===== src/rtl/fetch_sequencer.sv =====
// Program counter and fetch control: steps/redirects the PC and runs the
// start/done handshake with the harness.
module fetch_sequencer #(
    parameter int PC_W       = 10,
    parameter int CNT_W      = 16,
    parameter int PROG0_BASE = 0,
    parameter int PROG1_BASE = 256,
    parameter int PROG2_BASE = 512
) (
    input  logic             clk,
    input  logic             reset,
    input  logic             start,
    input  logic [1:0]       prog_sel,
    input  logic             branch,
    input  logic [PC_W-1:0]  target,
    input  logic             halt,
    input  logic             stall,
    output logic [PC_W-1:0]  pc,
    output logic             fetch_en,
    output logic             done,
    output logic             overrun,
    output logic [CNT_W-1:0] cycle_count
);

    typedef enum logic [1:0] {
        IDLE = 2'd0,
        RUN  = 2'd1,
        DONE = 2'd2
    } state_t;

    localparam logic [PC_W-1:0]  BASE0   = PROG0_BASE[PC_W-1:0];
    localparam logic [PC_W-1:0]  BASE1   = PROG1_BASE[PC_W-1:0];
    localparam logic [PC_W-1:0]  BASE2   = PROG2_BASE[PC_W-1:0];
    localparam logic [PC_W-1:0]  PC_MAX  = '1;
    localparam logic [CNT_W-1:0] CNT_MAX = '1;

    state_t           state_q, state_d;
    logic [PC_W-1:0]  pc_q, pc_d;
    logic [CNT_W-1:0] cnt_q, cnt_d;
    logic             ovr_q, ovr_d;
    logic [PC_W-1:0]  base;

    always_comb begin
        base = BASE0;
        unique case (prog_sel)
            2'd1:    base = BASE1;
            2'd2:    base = BASE2;
            default: base = BASE0;
        endcase
    end

    always_comb begin
        state_d = state_q;
        pc_d    = pc_q;
        cnt_d   = cnt_q;
        ovr_d   = ovr_q;
        unique case (state_q)
            IDLE, DONE: begin
                if (start && prog_sel != 2'd3) begin
                    pc_d    = base;
                    cnt_d   = '0;
                    ovr_d   = 1'b0;
                    state_d = RUN;
                end
            end
            RUN: begin
                if (cnt_q != CNT_MAX) begin
                    cnt_d = cnt_q + 1'b1;
                end
                // halt > stall > branch > wrap > step
                if (halt) begin
                    state_d = DONE;
                end else if (stall) begin
                    pc_d = pc_q;
                end else if (branch) begin
                    pc_d = target;
                end else if (pc_q == PC_MAX) begin
                    pc_d    = '0;
                    ovr_d   = 1'b1;
                    state_d = DONE;
                end else begin
                    pc_d = pc_q + 1'b1;
                end
            end
            default: state_d = IDLE;
        endcase
    end

    always_ff @(posedge clk) begin
        if (reset) begin
            state_q <= IDLE;
            pc_q    <= '0;
            cnt_q   <= '0;
            ovr_q   <= 1'b0;
        end else begin
            state_q <= state_d;
            pc_q    <= pc_d;
            cnt_q   <= cnt_d;
            ovr_q   <= ovr_d;
        end
    end

    assign pc          = pc_q;
    assign fetch_en    = (state_q == RUN);
    assign done        = (state_q == DONE);
    assign overrun     = ovr_q;
    assign cycle_count = cnt_q;

endmodule

===== config.mk =====
export PLATFORM = sky130hd
export DESIGN_NAME = fetch_sequencer
export DESIGN_NICKNAME = d
export VERILOG_FILES = /design/src/rtl/fetch_sequencer.sv
export SDC_FILE = /design/constraint.sdc
export NUM_CORES = 1
export LEC_CHECK = 0
export ABC_AREA = 1
export CELL_PAD_IN_SITES_DETAIL_PLACEMENT = 1
export CELL_PAD_IN_SITES_GLOBAL_PLACEMENT = 2
export CORE_UTILIZATION = 28
export CTS_BUF_LIST = sky130_fd_sc_hd__clkbuf_4 sky130_fd_sc_hd__clkbuf_8 sky130_fd_sc_hd__clkbuf_16
export CTS_CLUSTER_DIAMETER = 200
export CTS_CLUSTER_SIZE = 24
export DETAILED_ROUTE_END_ITERATION = 8
export PLACE_DENSITY_LB_ADDON = 0.1
export SLEW_MARGIN = 30
export SYNTH_ARGS = -nofsm -noshare
export SYNTH_HDL_FRONTEND = slang
export SYNTH_SLANG_ARGS = --single-unit

===== constraint.sdc =====
create_clock -name clk -period 4.7 [get_ports clk]
set_clock_uncertainty 0.2 [all_clocks]
set_input_delay 0.705 -clock clk [delete_from_list [all_inputs] [get_ports clk]]
set_output_delay 0.705 -clock clk [all_outputs]
set_load 0.1 [all_outputs]

* Word-level counts from Yosys, hierarchy flattened
Index checks and enable logic that the tools add are counted.
** Storage, ports and cells
- RAM bits :: 0
- Logic and storage cells :: 52
- Flip-flop bits (word level) :: 29
- Input port bits :: 18
- Memories kept :: 0
- ROM bits :: 0
- Latch bits :: 0
** Cells by class
- Div/mod/pow operators :: 0
- Shift operators :: 0
- Equality and inequality tests :: 16
- Multiply operators :: 0
- Muxes and demuxes :: 22
- Bitwise logic cells :: 0
- $add $sub $neg :: 2
- $lt $le $gt $ge :: 0
- Reduce and logical (&&, ||, !) cells :: 8
** Operators with widths (count)
- 10-bit two-way mux :: 5
- 10-bit one-hot mux with 2 select lines :: 2
- 16-bit two-way mux :: 2
- 16-bit one-hot mux with 2 select lines :: 1
- 16-bit by 1-bit adder with 16-bit output, second input constant :: 1
- 16-bit != test, second input constant :: 1
- 10-bit by 1-bit adder with 10-bit output, second input constant :: 1
- 10-bit equality test, second input constant :: 1
- 2-bit two-way mux :: 5
- 2-bit != test, second input constant :: 5
- 4-bit AND reduction :: 2
- 3-bit != test, second input constant :: 2
- 6-bit AND reduction :: 1
- 1-bit two-way mux :: 5
- 2-bit by 1-bit equality test with 1-bit output, second input constant :: 2
- 2-bit equality test, second input constant :: 2
- 2-bit by 1-bit != test with 1-bit output, second input constant :: 2
- 2-bit one-hot mux with 2 select lines :: 1
- 3-bit by 2-bit != test with 1-bit output, second input constant :: 1
- 3-bit AND reduction :: 1
- 2-bit logical NOT :: 1
- 1-bit one-hot mux with 2 select lines :: 1
- 2-bit nonzero test :: 1
- 2-bit OR reduction :: 1
- 1-bit logical AND :: 1

* Longest topological paths before layout
- Word-level depth :: 6
- Gate-level depth with buffers :: 10

* Least setup slack after synthesis
Ideal clock, no wire load.
- Kind :: register to output
- From :: register state_q[1]
- To :: output port done
- Data arrival time :: 1691 ps
- Setup slack :: 2104 ps
- Stages on the path, launching flop included :: 3
- Data required time :: 3795 ps
- Path through :: dfxtp_1 -> inv_1 -> nor2_1
** Between the ends
- Word-level cells in the longest chain between the ends :: 1
** RTL lines
- from (decl) :: line 37 : state_t state_q, state_d;
- from (signal assigned) :: line 96 : state_q <= state_d;
- 2-bit equality test :: line 105 : assign done = (state_q == DONE);
- to (decl) :: line 20 : output logic done,
Every way passes these cells.

* Worst setup path in the final report
- From :: register state_q[0]
- To :: output port fetch_en
** Between the ends
- Word-level cells in the longest chain between the ends :: 1
** RTL lines
- 2-bit by 1-bit equality test with 1-bit output :: line 104 : assign fetch_en = (state_q == RUN);
- to (decl) :: line 19 : output logic fetch_en,
Every way passes these cells.

==> flow_summary.yaml <==
floorplanning:
  die_h_um: 86.93
  ios: 47
  dieArea_sq_mm: 0.007556
  die_width_um: 86.93
  initial_core_util_pct: 29.40
  fp-row-count: 30
  core_area_sq_mm: 0.006869
sta:
  setup_viol: 0
  relSlewSlack_pct: 34.28
  post-route-period-util_pct: 67.63
  rsz0062_at_grt: "no"
  hold_viol_final: 0
  fin_crit_ns: 3.178
  max_freq_ghz: 0.3146
  tightest_slew_ns: 0.9827
  maxSlewViolCount: 0
  finalSetupTns_ns: 0
clocking:
  clkLatencyLatePin_ns: 0.29
  clock_path_buffers: 2
  cts.repair.resized: 0
  clockRootBuffer: "clkbuf_8"
  post_cts_buffers: 0
  clkSinkCount: 29
  htreeDepth: 2
  cts_buffers: 5
  holdBufCountCts: 0
  cts_tree: "done"
  clk_pin_slew_ns: 0.07
synthesis:
  synth_cells: 328
  synth.area.top_cells: "dfxtp_1, nand2_1, nor2_1"
  syn_nets: 348
  syn_area_sq_mm: 0.002019
  synth-edff-count: 0
  yosysTopAreaCell: "dfxtp_1"
  synth.most_common_cell: "nand2_1"
  synth_cell_type_count: 34
  syn_area_per_cell_sq_um: 6.157
  synthFlopType: "dfxtp_1"
  synthTopCellsByCount: "nand2_1, nor2_1, dfxtp_1, inv_1, nand3_1"
  ys_seq_area_share_pct: 28.75
  synthArstFlopShare_pct: 0
  synth_top_area_share_pct: 28.75
  yosys_warnings: 0
  ys_ff_latch: 29
grt:
  first_global_vias: 2167
  grt_start_max_net_pins: 25
  grt-ovfl-total: 0
  antenna_found_initial: 0
  grt_pass1_wl_um: 10510
  grt_util_all_layers_pct: 17.94
worst_setup_path:
  path_cells: "inv_2, nor2_4, buf_4, clkdlybuf4s50_1"
  cp-start-kind: "flop"
  slowest_stage: "clkdlybuf4s50_1"
  path_class: "flop to primary output"
  cp_max_fo: 24
  crit_buf_inv: 3
  end_kind: "primary output"
  path_delay_family: "buffers and inverters"
  cp.required_ns: 3.80
  crit_path_max_incr_delay_ns: 1.19
  arrival_ns: 2.27
placement:
  gp_congestion: 0.7819
  numPortBuffers: 46
  place_area_sq_mm: 0.002564
  post-dp-hpwl_um: 4794
worst_hold_path:
  hold_path.class: "flop to flop"
pwr:
  power_density_mw_per_mm2: 238.5
  leakagePower_nw: 0.9653
  ir_worst_vdd_v: 0.0001054
  p_total_mw: 0.6321
final_layout:
  fillers: 909
  diodes: 0
  area_growth_pct: 31.23
  seqCellArea_sq_um: 580.6
  multi_input_area_sq_mm: 0.001256
  fin_area_sq_mm: 0.002650
  fin_nets: 395
  layout-drive-gt1-share_pct: 13.03
route:
  via_count: 2243
  vias_per_cell: 4.752
  ant_nets: 0
  drc: 0
  drtPass1Iterations: 4
  wl_um: 6339
  post_drt_wl_per_cell_um: 13.43
  drt_iter0_drc: 52
job:
  cap_viol_max_count: 0
status:
  outcome: "completed"
==> layer usage <==
layer | GRT usage (%) | share of wire (%)
met5 | 0 | 0
met4 | 3.636 | 0.74
met3 | 3.318 | 3.2
met2 | 34.50 | 51
met1 | 20.42 | 45
==> report_power, final <==
group / switching [mW] / total (mW) / internal [mW]
sequential: 0.00807 / 0.261 / 0.252
clock: 0.105 / 0.214 / 0.108
combinational: 0.113 / 0.158 / 0.0449
==> area by class of cell <==
type                            instances  share of cell area, %
Multi-Input combinational cell        256                  47.40
Sequential cell                        29                  21.91
Timing Repair Buffer                   48                  17.94
Inverter                               35                  4.958
Tap cell                               96                  4.533
Clock buffer                            6                  2.880
Clock inverter                          2                 0.3777
==> layout by cell type (no fill, tap or decap), types with 2 or more instances in the layout <==
cell	count
clkbuf_8	5
nor2_2	4
inv_2	6
nand2_1	99
nand2_2	10
clkinv_2	2
o211ai_1	2
inv_1	28
o21ai_0	9
nor2_1	45
or2_2	4
nand3_1	28
a21oi_1	18
nor3_1	3
buf_4	2
xor2_1	5
nand3_2	2
nand4_1	8
dfxtp_1	29
ha_1	2
clkdlybuf4s50_1	46
a21oi_2	7
==> metrics by stage <==
stage,worst slack (ns),instances,hold WS [ns],util (%)
after floorplan,2.104,328,0.2976,-
after global placement,1.824,464,0.2457,37.32
after detailed placement,1.814,464,0.2611,37.32
after CTS,1.494,472,0.2711,38.58
after global routing,1.424,472,0.3145,38.58
final,1.522,472,0.2676,38.58
==> registers in the layout, summed over array words and instances, names as in the netlist <==
name and count:
pc 10, cycle_count 16, state_q 2, overrun 1
==> worst reg2reg max path: stages, from the launching register on <==
cell	delay, ns
dfxtp_1	0.39
ha_1	0.27
nand3_2	0.13
nor2_2	0.18
nand3_2	0.11
nand3_4	0.22
inv_1	0.20
nand2_1	0.11
a21oi_1	0.06
==> kinds of logic after synthesis <==
family / count (synthesis) / synth area share [%]
flip-flops: 29 / 28.75
buffers and inverters: 43 / 9.045
adder cells (fa/ha/maj): 2 / 1.239
AO/OA/AOI/OAI: 42 / 12.76
XOR/XNOR: 5 / 2.168
AND/OR/NAND/NOR: 207 / 46.03
==> worst paths after layout <==
check                       from              to  slack, ns  depth (start not counted)
setup / recovery      state_q[0]        fetch_en       1.52                          4
hold reg to reg          overrun         overrun       0.27                          2
hold / removal           overrun         overrun       0.27                          2
setup reg to reg  cycle_count[0]  cycle_count[5]       2.68                          8
Note: power is estimated with default switching activity, not from simulation.
